==> config.mk <==
export PLATFORM = sky130hd
export DESIGN_NAME = booth_div
export DESIGN_NICKNAME = d
export VERILOG_FILES = /design/src/rtl/booth_div_pkg.sv /design/src/rtl/booth_div_sign_fix.sv /design/src/rtl/booth_div.sv
export SDC_FILE = /design/constraint.sdc
export NUM_CORES = 1
export LEC_CHECK = 0
export CAP_MARGIN = 0
export CORE_MARGIN = 4
export CORE_UTILIZATION = 50
export CTS_CLUSTER_DIAMETER = 40
export DETAILED_ROUTE_END_ITERATION = 12
export DONT_BUFFER_PORTS = 1
export GPL_ROUTABILITY_DRIVEN = 0
export GPL_TIMING_DRIVEN = 0
export SYNTH_ARGS = -nofsm -noshare
export SYNTH_HDL_FRONTEND = slang
export SYNTH_SLANG_ARGS = --single-unit
==> constraint.sdc <==
create_clock -name clock -period 2.45 [get_ports clock]
set_clock_uncertainty 0.15 [all_clocks]
set_input_delay 0.245 -clock clock [delete_from_list [all_inputs] [get_ports clock]]
set_output_delay 0.245 -clock clock [all_outputs]
set_load 0.005 [all_outputs]
==> src/rtl/booth_div_pkg.sv <==
// booth_div_pkg: shared state encoding and width constants for the signed divider
package booth_div_pkg;
    localparam int WIDTH = 8;
    localparam int DWIDTH = 2 * WIDTH;
    localparam logic [DWIDTH-1:0] Q_MAX = DWIDTH'((1 << (WIDTH - 1)) - 1);
    localparam logic [DWIDTH-1:0] Q_MIN_MAG = DWIDTH'(1 << (WIDTH - 1));
    typedef enum logic [1:0] {IDLE, CALC, FIX} state_t;
endpackage

==> src/rtl/booth_div_sign_fix.sv <==
// div_sign_fix: operand magnitudes on entry, signed results and overflow on exit
module div_sign_fix
    import booth_div_pkg::*;
#(
    parameter int W = booth_div_pkg::WIDTH
) (
    input  logic [2*W-1:0] dividend,
    input  logic [W-1:0]   divisor,
    input  logic [2*W-1:0] q_mag,
    input  logic [W-1:0]   r_mag,
    input  logic           sign_q,
    input  logic           sign_r,
    output logic [2*W-1:0] dividend_mag,
    output logic [W-1:0]   divisor_mag,
    output logic [W-1:0]   quotient,
    output logic [W-1:0]   remainder,
    output logic           overflow
);
    localparam logic [2*W-1:0] q_pos_max = (2*W)'((1 << (W - 1)) - 1);
    localparam logic [2*W-1:0] q_neg_max = (2*W)'(1 << (W - 1));
    // negation is modulo 2^n, so the most negative input maps onto its own unsigned magnitude
    always_comb begin
        dividend_mag = dividend[2*W-1] ? -dividend : dividend;
        divisor_mag  = divisor[W-1] ? -divisor : divisor;
        quotient     = sign_q ? -q_mag[W-1:0] : q_mag[W-1:0];
        remainder    = sign_r ? -r_mag : r_mag;
        overflow     = q_mag > (sign_q ? q_neg_max : q_pos_max);
    end
endmodule

==> src/rtl/booth_div.sv <==
// booth_div: signed 2W/W restoring divider, one quotient bit per clock, start/done handshake
module booth_div
    import booth_div_pkg::*;
#(
    parameter int WIDTH = booth_div_pkg::WIDTH
) (
    input  logic               clock,
    input  logic               reset_n,
    input  logic               start,
    input  logic [2*WIDTH-1:0] dividend,
    input  logic [WIDTH-1:0]   divisor,
    output logic               busy,
    output logic               done,
    output logic [WIDTH-1:0]   quotient,
    output logic [WIDTH-1:0]   remainder,
    output logic               div_by_zero,
    output logic               overflow
);
    localparam int DW = 2 * WIDTH;
    localparam int CW = $clog2(DW);
    localparam logic [CW-1:0] LAST = CW'(DW - 1);
    state_t state, state_next;
    logic [CW-1:0] cnt;
    logic [DW-1:0] dd;
    logic [WIDTH-1:0] dv, rem;
    logic sign_q, sign_r, zero_div;
    logic [DW-1:0] dividend_mag;
    logic [WIDTH-1:0] divisor_mag, q_fix, r_fix;
    logic ovf;
    logic [WIDTH:0] shifted;
    logic ge;
    assign shifted = {rem, dd[DW-1]};
    assign ge = shifted >= {1'b0, dv};
    div_sign_fix #(.W(WIDTH)) u_fix (
        .dividend(dividend),
        .divisor(divisor),
        .q_mag(dd),
        .r_mag(rem),
        .sign_q(sign_q),
        .sign_r(sign_r),
        .dividend_mag(dividend_mag),
        .divisor_mag(divisor_mag),
        .quotient(q_fix),
        .remainder(r_fix),
        .overflow(ovf)
    );
    // state register
    always_ff @(posedge clock) begin
        if (!reset_n) state <= IDLE;
        else state <= state_next;
    end
    // zero divisor skips iteration and goes straight to the sign/result stage
    always_comb begin
        state_next = state;
        state_next = (state == IDLE) ? (start ? ((divisor == '0) ? FIX : CALC) : IDLE)
                   : (state == CALC) ? ((cnt == LAST) ? FIX : CALC)
                   : IDLE;
    end
    // dd holds the dividend magnitude and fills with quotient bits from the bottom as it shifts out
    always_ff @(posedge clock) begin
        if (!reset_n) begin
            cnt         <= '0;
            dd          <= '0;
            dv          <= '0;
            rem         <= '0;
            sign_q      <= 1'b0;
            sign_r      <= 1'b0;
            zero_div    <= 1'b0;
            busy        <= 1'b0;
            done        <= 1'b0;
            quotient    <= '0;
            remainder   <= '0;
            div_by_zero <= 1'b0;
            overflow    <= 1'b0;
        end else begin
            done <= 1'b0;
            case (state)
                IDLE: if (start) begin
                    sign_q   <= dividend[DW-1] ^ divisor[WIDTH-1];
                    sign_r   <= dividend[DW-1];
                    zero_div <= divisor == '0;
                    dd       <= (divisor == '0) ? dividend : dividend_mag;
                    dv       <= divisor_mag;
                    rem      <= '0;
                    cnt      <= '0;
                    busy     <= 1'b1;
                end
                CALC: begin
                    rem <= ge ? shifted[WIDTH-1:0] - dv : shifted[WIDTH-1:0];
                    dd  <= {dd[DW-2:0], ge};
                    cnt <= cnt + 1'b1;
                end
                FIX: begin
                    quotient    <= zero_div ? '0 : q_fix;
                    remainder   <= zero_div ? dd[WIDTH-1:0] : r_fix;
                    div_by_zero <= zero_div;
                    overflow    <= !zero_div && ovf;
                    done        <= 1'b1;
                    busy        <= 1'b0;
                end
                default: ;
            endcase
        end
    end
endmodule
Yosys cells after proc, flatten, opt, wreduce, memory -nomap -nowiden:

Index checks and enable logic that the tools add are counted.

* register bits: 61
* input bits: 27
* output and inout bits: 20
* logic and storage cells: 59

* add/sub/neg operators: 6
* magnitude comparators: 2
* equal/unequal tests: 4
* mux-type cells: 23
* bitwise gates (word level): 1
* reductions and logical operators: 9

Operators with widths (number)
* $mux 8: 8
* $mux 16: 3
* $pmux 16 s2: 1
* $neg 8->8: 3
* $gt 16x16->1: 1
* $neg 16->16: 1
* $pmux 8 s2: 1
* $mux 2: 5
* $ge 9x8->1: 1
* $logic_not 8->1: 1
* $pmux 4 s2: 1
* $sub 8x8->8: 1
* $reduce_and 2->1: 3
* $add 4x1->4 const B: 1
* $eq 4x4->1 const B: 1
* $mux 4: 1
* $reduce_bool 2->1: 2
* $eq 2x1->1 const B: 1
* $eq 2x2->1 const B: 1
* $logic_not 2->1: 1
* $mux 1: 2
* $ne 2x2->1 const B: 1
* $pmux 1 s2: 1
* $logic_and 1x1->1: 1
* other kinds (2): 2

Logic depth before layout (Yosys ltp):

Gate-level depths: netlist of run 1.

* depth after elaboration: 5
* gate-level depth with buffers: 9
* mapped depth without buffers: 9

Hierarchy:

A second synthesis of run 1 with hierarchy kept.

* cell total of the unflattened synthesis: 463
* area total of the unflattened synthesis: 4038.9 um^2

By module, submodules not included
* booth_div: times used 1, cells an instance 326, area an instance 3103.0 um^2
* div_sign_fix: times used 1, cells an instance 137, area an instance 935.9 um^2

Least setup slack after synthesis of run 1:

No wires, ideal clock.

* path type: register -> register
* start point: register rem[3]
* end point: register rem[0]
* data arrival time: 1.732 ns
* data required time: 2.183 ns
* setup slack: 0.452 ns
* cell stages (with the launch flop): 8
* buffers on the path: 1
* cells stage by stage: dfxtp_1 > ha_1 > a21oi_1 > o221ai_1 > a21oi_1 > buf_2 > mux2i_1 > a22o_1

* cells in the longest elaborated chain, start to end: 3

RTL lines
* from (decl): line booth_div.sv:25 `logic [WIDTH-1:0] dv, rem;`
* from (signal assigned): line booth_div.sv:89 `rem <= ge ? shifted[WIDTH-1:0] - dv : shifted[WIDTH-1:0];`
* $ge 9x8->1: line booth_div.sv:33 `assign ge = shifted >= {1'b0, dv};`
* $mux 8: line booth_div.sv:89
* $pmux 8 s2: line booth_div.sv:77 `case (state)`

No other way between the ends.
A chain may end at the register's enable or synchronous reset.

Worst setup path in the final report of run 1:

* start point: register rem[1]
* end point: register rem[7]

* cells in the longest elaborated chain, start to end: 3

RTL lines (line)
* $sub 8x8->8 / $ge 9x8->1 (equally long branches): booth_div.sv:89, booth_div.sv:33
* $mux 8 *: booth_div.sv:89
* $pmux 8 s2 *: booth_div.sv:77

Every way passes the cells marked *; elsewhere a longest branch is shown, timed or not.

==> flow_summary.ini, run 1 <==
[power]
peakVddDrop_mv = 0.336
finalPower_mw = 2.63
power.density_nw_per_um2 = 629
power.leakage_nw = 1.61

[sta]
setup_violations = 0
drv_slew = 0
fin_crit_ps = 2230
max_slew.worst_pin.slew_ps = 831
whs_ps = 4.52
max_clock_freq_mhz = 448
hold_violations = 0
setup_slack_ps = 219
max-slew-margin-rel = 0.442
rsz0062_at_grt = no
finalCritPeriodShare = 0.911
fin_setup_tns_ps = 0

[min_path]
hold_depth = 2
hp-class = input port to flop

[cts]
clk_pin_slew_worst_paths_ps = 70
cts-htree-levels = 3
cts_sinks = 61
cts_root_buf = clkbuf_8
cts_buffers = 9
clk_latency_ps = 340
clock_path_buffers = 2
post_cts_buffers = 0
cts_tree = built

[routing]
drtAntennaViolNets = 0
top_layer_used = met4
wl_met3_um = 650
vias = 3427
drtIter0Drc = 141
wl_mm = 9.97
wl_met2_mm = 4.41
met1Wirelength_mm = 4.81
wl_per_cell_um = 16.8
drt_first_pass_iters = 4
drcViolationCount = 0
viasPerCell = 5.77

[worst_setup_path]
crit_chain = ha_1 > a21oi_1 > o21ai_0 > o2bb2ai_1 > a2111oi_0 > o31ai_1
critPathTopFamily = compound AO/OA/AOI/OAI gates
cpMaxStageDelayCell = a2111oi_0
end_kind = flop
start_kind = flop
cp.depth = 6
critical_path.max_stage_delay_ps = 500
worst-path-buf-inv = 0
crit_required_ps = 2510
worst_r2r_path_depth = 6
arrival_ps = 2290
worst-path-max-fanout = 8
worst-setup-path-type = flop to flop

[floorplanning]
core_area_um2 = 7250
ios = 47
initial_core_util = 0.512
fp-row-count = 31
die_w_um = 94.2
die_area_um2 = 8870
fp.dieH_um = 94.2

[yosys]
synth_top_area_frac = 0.329
async_reset_ff_frac = 0
syn_area_per_cell_um2 = 8.02
yosysMostFrequentCell = dfxtp_1
ys.flop_type = dfxtp_1
synth_top_cell_by_area = dfxtp_1
ys_ff_latch = 61
yosys_warnings = 0
synth-edff-count = 0
syn_nets = 512
netlist_area_um2 = 3710
ys_seq_area_frac = 0.329
synthCells = 463
ys_types = 49
synth_top_cells_by_count = dfxtp_1, nand2_1, a21oi_1, nor2_1, o21ai_0
synth_area_leaders = dfxtp_1, ha_1, a21oi_1

[layout]
nets = 539
antennaDiodeCount = 0
drive_gt1_frac = 0.0545
area_growth_pct = 12.7

[grt]
grt_pass1_vias = 3405
grt_max_degree = 13
grt_pass1_wl_mm = 16.3
track_usage = 0.235
gr-total-overflow = 0
antenna_found_initial = 0

[status]
status = complete, no violations

[placement]
io_buffers = 0
place_hpwl_mm = 7.46
place_ws_ps = 117

[run]
drv_cap = 0
metal layers:
metal,global-route usage,vias up
met2,0.364,95
li1,-,1736
met3,0.0617,10
met4,0.0722,0
met1,0.318,1586
met5,0,-
final cells by class:
class	instances	area, µm²
plain buffers	24	95.1
clock buffers	12	155
clock inverters	4	22.5
fillers	724	3070
inverters	23	86.3
multi-input cells	355	2320
flip-flops and latches	61	1220
well taps	99	124
repair buffers	16	160
cells by family (layout without fill, tap and decap cells):
family                   after synthesis  count (layout)  synth area share
XOR/XNOR                              28              28            0.0660
AND/OR/NAND/NOR                      161             161             0.220
AO/OA/AOI/OAI                        132             132             0.228
multiplexers                          12              12            0.0323
buffers and inverters                 47              79            0.0488
flip-flops                            61              61             0.329
adder cells (fa/ha/maj)               22              22            0.0761
state kept, by name, summed over array words and instances (netlist names):
name,cells
zero_div,1
done,1
state,2
dv,8
cnt,4
quotient,8
rem,8
sign_q,1
overflow,1
div_by_zero,1
remainder,8
sign_r,1
busy,1
dd,16
worst paths after layout:
check | from | slack (ps) | to
min reg2reg | dv[0]$_SDFFE_PN0P_ | 320 | dv[0]$_SDFFE_PN0P_
max | rem[1]$_SDFFE_PN0P_ | 220 | rem[7]$_SDFFE_PN0P_
max reg2reg | rem[1]$_SDFFE_PN0P_ | 220 | rem[7]$_SDFFE_PN0P_
min | divisor[1] | 5 | dv[1]$_SDFFE_PN0P_
per-stage QoR:
step | utilization | cell area [µm²] | cells
2_1_floorplan | - | 3710 | 463
6_report | 0.577 | 4190 | 594
3_5_place_dp | 0.529 | 3840 | 562
3_3_place_gp | 0.529 | 3840 | 562
4_1_cts | 0.576 | 4180 | 594
5_1_grt | 0.577 | 4190 | 594
worst register-to-register path, cell delays in order (launching register included):
cell and delay, ps:
dfxtp_1 470, ha_1 350, a21oi_1 200, o21ai_0 160, o2bb2ai_1 160, a2111oi_0 500
o31ai_1 110
repair_timing:
action,in CTS,in global routing
endpoints found under the hold margin,18,0
resized for setup,0,3
hold buffers,16,0
endpoints found under the setup margin,0,9
cell usage in the layout (no fill, tap or decap), types with 15 or more instances in the layout:
cell type      instances
a21oi_1               41
clkbuf_1              21
dfxtp_1               60
dlygate4sd3_1         16
ha_1                  21
inv_1                 23
nand2_1               44
nor2_1                34
o21ai_0               30
xnor2_1               15
power by group:
group          total (mW)  internal, mW  switching [mW]
logic               0.694         0.303           0.391
registers            1.12          1.05          0.0722
clock network       0.819         0.417           0.402
total                2.63          1.77           0.865
Power figures use the tool's default switching activity.
==> inputs of run 2 (changes only) <==
==> constraint.sdc (replaced) <==
create_clock -name clock -period 2.76 [get_ports clock]
set_clock_uncertainty 0.15 [all_clocks]
set_input_delay 0.276 -clock clock [delete_from_list [all_inputs] [get_ports clock]]
set_output_delay 0.276 -clock clock [all_outputs]
set_load 0.005 [all_outputs]
==> flow_summary.ini, run 2 (synthesis gave the netlist of run 1 again) <==
[status]
status = complete, no violations

[sta]
max_clock_freq_mhz = 423
hold_violations = 0
fin_setup_tns_ps = 0
setup_violations = 0
fin_crit_ps = 2360
max-slew-margin-rel = 0.446
rsz0062_at_grt = no
max_slew.worst_pin.slew_ps = 825
finalCritPeriodShare = 0.856
drv_slew = 0

[floorplanning]
initial_core_util = 0.512
die_w_um = 94.2
ios = 47
fp.dieH_um = 94.2
die_area_um2 = 8870
core_area_um2 = 7250
fp-row-count = 31

[grt]
grt_pass1_vias = 3384
antenna_found_initial = 0
track_usage = 0.234
gr-total-overflow = 0
grt_pass1_wl_mm = 16.3
grt_max_degree = 13

[layout]
drive_gt1_frac = 0.0489
mostFrequentLayoutCells = dfxtp_1, nand2_1, a21oi_1
seqCellArea_um2 = 1220
area_growth_pct = 11.4
regMostFlops = dd
nets = 535
nFillCells = 730
antennaDiodeCount = 0
final_common_cell = dfxtp_1
multi_input_comb_area_um2 = 2310
largest_reg_flops = 16

[cts]
clk_pin_slew_worst_paths_ps = 70
cts_buffers = 9
cts_tree = built
clock_path_buffers = 2
cts-htree-levels = 3
cts_sinks = 61
clk_latency_ps = 340
cts_resized = 0
cts_root_buf = clkbuf_8

[worst_setup_path]
arrival_ps = 2440
worst-setup-path-type = flop to flop
crit_top_cell = a21oi_1
crit_required_ps = 2830
crit_chain = ha_1 > a21oi_1 > o221ai_1 > a21oi_1 > buf_2 > mux2i_1 > o21ai_0
worst_r2r_path_depth = 7
worst-path-buf-inv = 1
critical_path.max_stage_delay_ps = 490
critPathTopFamily = compound AO/OA/AOI/OAI gates
cpMaxStageDelayCell = dfxtp_1
worst-path-max-fanout = 10
start_kind = flop
cp.depth = 7
regToRegSetupSlack_ps = 400
end_kind = flop

[placement]
io_buffers = 0
place_hpwl_mm = 7.46

[routing]
drtIter0Drc = 170
drt_first_pass_iters = 5
viasPerCell = 5.74
drcViolationCount = 0
wl_per_cell_um = 16.7
drtAntennaViolNets = 0
vias = 3384
wl_mm = 9.87

[min_path]
hold_depth = 2
hp-class = input port to flop

[run]
drv_cap = 0

[power]
power.density_nw_per_um2 = 562
peakVddDrop_mv = 0.297
power.leakage_nw = 1.59
finalPower_mw = 2.33
-- run 2: cell type report --
type                            count  area share
Buffer                             24      0.0230
Timing Repair Buffer               12      0.0290
Multi-Input combinational cell    355       0.559
Clock buffer                       12      0.0375
Clock inverter                      4     0.00544
Sequential cell                    61       0.295
Tap cell                           99      0.0299
Inverter                           23      0.0209
-- run 2: power by group --
| group | internal [mW] | switching [mW] |
|---|---|---|
| sequential | 0.930 | 0.0643 |
| clock | 0.370 | 0.356 |
| combinational | 0.263 | 0.342 |
| total | 1.56 | 0.763 |
-- run 2: metal layers --
layer | wire [µm] | global-route usage
met1 | 4670 | 0.316
met2 | 4310 | 0.362
met3 | 752 | 0.0625
met4 | 142 | 0.0722
met5 | 0 | 0
-- run 2: what timing repair did --
| item | CTS | global route |
|---|---|---|
| buffers inserted | 0 | 0 |
| endpoints found under the hold margin | 12 | 0 |
| hold buffers | 12 | 0 |
-- run 2: worst reg2reg max path, delay by kind of cell, from the launching register on --
family / cells / cell delay [ps]
flip-flops: 1 / 490
adder cells (fa/ha/maj): 1 / 360
multiplexers: 1 / 220
AO/OA/AOI/OAI: 4 / 750
buffers and inverters: 1 / 280
-- run 2: metrics by stage --
| stage | std cells | utilization | hold WS (ps) | worst slack (ps) | cell area [µm²] |
|---|---|---|---|---|---|
| after floorplan | 463 | - | 262 | 762 | 3710 |
| after global placement | 562 | 0.529 | 286 | 464 | 3840 |
| after detailed placement | 562 | 0.529 | 293 | 427 | 3840 |
| after CTS | 590 | 0.570 | 0.109 | 415 | 4140 |
| after global routing | 590 | 0.570 | 6.75 | 188 | 4140 |
| final | 590 | 0.570 | 12.5 | 397 | 4140 |
-- run 2: worst paths after layout --
kind / from / endpoint
setup / recovery: rem[3]$_SDFFE_PN0P_ / rem[3]$_SDFFE_PN0P_
setup reg to reg: rem[3]$_SDFFE_PN0P_ / rem[3]$_SDFFE_PN0P_
hold / removal: dividend[4] / dd[4]$_SDFFE_PN0P_
hold reg to reg: dv[0]$_SDFFE_PN0P_ / dv[0]$_SDFFE_PN0P_
==> inputs of run 3 (changes only) <==
--- a/config.mk
+++ b/config.mk
@@ -5,7 +5,7 @@
 export SDC_FILE = /design/constraint.sdc
 export NUM_CORES = 1
 export LEC_CHECK = 0
-export CAP_MARGIN = 0
+export CAP_MARGIN = 20
 export CORE_MARGIN = 4
 export CORE_UTILIZATION = 50
 export CTS_CLUSTER_DIAMETER = 40
@@ -13,6 +13,7 @@
 export DONT_BUFFER_PORTS = 1
 export GPL_ROUTABILITY_DRIVEN = 0
 export GPL_TIMING_DRIVEN = 0
+export HOLD_SLACK_MARGIN = 0.15
 export SYNTH_ARGS = -nofsm -noshare
 export SYNTH_HDL_FRONTEND = slang
 export SYNTH_SLANG_ARGS = --single-unit
==> flow_summary.ini, run 3 (synthesis gave the netlist of run 1 again) <==
[worst_setup_path]
r2r-start = state[1]$_SDFF_PN0_
worst_r2r_path_depth = 6
r2r_end = dd[9]$_SDFFE_PN0P_
start_kind = flop
regToRegSetupSlack_ps = 260
end_kind = flop
worst-path-max-fanout = 10
worst-setup-path-type = flop to flop
crit_required_ps = 2900
arrival_ps = 2640

[layout]
final_core_util = 0.591
drive_gt1_frac = 0.0474
final_common_cell = dfxtp_1
area_growth_pct = 15.4
largest_reg_flops = 16
nFillCells = 726
nets = 550
mostFrequentLayoutCells = dfxtp_1, nand2_1, a21oi_1
antennaDiodeCount = 0
regMostFlops = dd
final-instance-count-excl-fill = 605

[floorplanning]
fp.dieH_um = 94.2
die_area_um2 = 8870
ios = 47
fp-row-count = 31
core_area_um2 = 7250
initial_core_util = 0.512
die_w_um = 94.2

[placement]
dp_cells = 562
io_buffers = 0
place_hpwl_mm = 7.46

[grt]
antenna_found_initial = 0
track_usage = 0.239
gr-total-overflow = 0
grt_pass1_vias = 3473
grt_max_degree = 13
grt_pass1_wl_mm = 16.6

[min_path]
hp-start = dividend[7]
hp-class = input port to flop
hold_depth = 3
hold_end = dd[7]$_SDFFE_PN0P_

[routing]
viasPerCell = 5.77
drtIter0Drc = 178
drcViolationCount = 0
drt_first_pass_iters = 4
drtAntennaViolNets = 0
wl_mm = 10.1
wl_per_cell_um = 16.7
vias = 3489

[sta]
fin_setup_tns_ps = 0
drv_slew = 0
max-slew-margin-rel = 0.438
hold_violations = 0
max_slew.worst_pin.slew_ps = 837
max_clock_freq_mhz = 401
finalCritPeriodShare = 0.904
rsz0062_at_grt = no
fin_crit_ps = 2500
setup_violations = 0

[cts]
cts_buffers = 9
clk_pin_slew_worst_paths_ps = 70
cts_sinks = 61
cts_root_buf = clkbuf_8
clk_latency_ps = 340
cts-htree-levels = 3
cts_tree = built
clock_path_buffers = 2
cts_resized = 0

[power]
peakVddDrop_mv = 0.298
power_frac_seq = 0.423
internal_power_mw = 1.58
p_comb_frac = 0.268
p_clk_frac = 0.309
power.density_nw_per_um2 = 548
p_sw_mw = 0.770
power.leakage_nw = 1.65
swShare = 0.328

[run]
drv_cap = 0

[status]
status = complete, no violations
[run 3: power groups by stage]
stage | Combinational [mW] | Clock [mW] | Sequential [mW]
2_1_floorplan | 0.472 | 0 | 0.991
3_3_place_gp | 0.576 | 0 | 1.01
3_5_place_dp | 0.587 | 0 | 1.01
4_1_cts | 0.626 | 0.737 | 0.993
5_1_grt | 0.705 | 0.777 | 1.00
6_report | 0.629 | 0.727 | 0.993
[run 3: layer usage]
metal / wire [µm] / global-route usage / vias to the layer above
li1: - / - / 1751
met1: 4810 / 0.319 / 1629
met2: 4570 / 0.376 / 101
met3: 666 / 0.0625 / 8
met4: 85 / 0.0722 / 0
met5: 0 / 0 / -
[run 3: critical path, stage by stage, from the launching register on]
cell	delay [ps]
dfxtp_1	350
nor3b_1	250
clkbuf_1	420
clkbuf_1	460
nand4b_1	150
o221ai_1	100
dlygate4sd3_1	560
[run 3: area by class of cell]
class | count | area [µm²] | share of cell area
buffer | 24 | 95.1 | 0.0222
clock buffer | 12 | 155 | 0.0362
clock inverter | 4 | 22.5 | 0.00525
inverter | 23 | 86.3 | 0.0201
multi-input combinational | 355 | 2310 | 0.539
sequential | 61 | 1220 | 0.285
tap | 99 | 124 | 0.0289
timing repair buffer | 27 | 270 | 0.0630
[run 3: repair_timing]
| item | CTS | global route |
|---|---|---|
| hold endpoints to repair | 29 | 0 |
| hold buffers | 27 | 0 |
| buffers inserted | 0 | 0 |
[run 3: stage by stage]
stage               setup WS [ps]  power, mW  hold WS [ps]  area (µm²)
floorplan                     762       1.46           262        3710
global placement              464       1.59           286        3840
detailed placement            427       1.60           293        3840
CTS                           264       2.36           151        4290
global route                 65.5       2.48           159        4290
finish                        265       2.35           168        4290
[run 3: worst max path at each step]
stage	slack (ps)	cells after the start	from	to
floorplan	760	7	rem[3]$_SDFFE_PN0P_	rem[0]$_SDFFE_PN0P_
global placement	460	7	divisor[7]	dd[7]$_SDFFE_PN0P_
detailed placement	430	7	rem[3]$_SDFFE_PN0P_	rem[3]$_SDFFE_PN0P_
CTS	260	6	state[1]$_SDFF_PN0_	dd[9]$_SDFFE_PN0P_
global route	70	6	state[1]$_SDFF_PN0_	dd[9]$_SDFFE_PN0P_
finish	260	6	state[1]$_SDFF_PN0_	dd[9]$_SDFFE_PN0P_
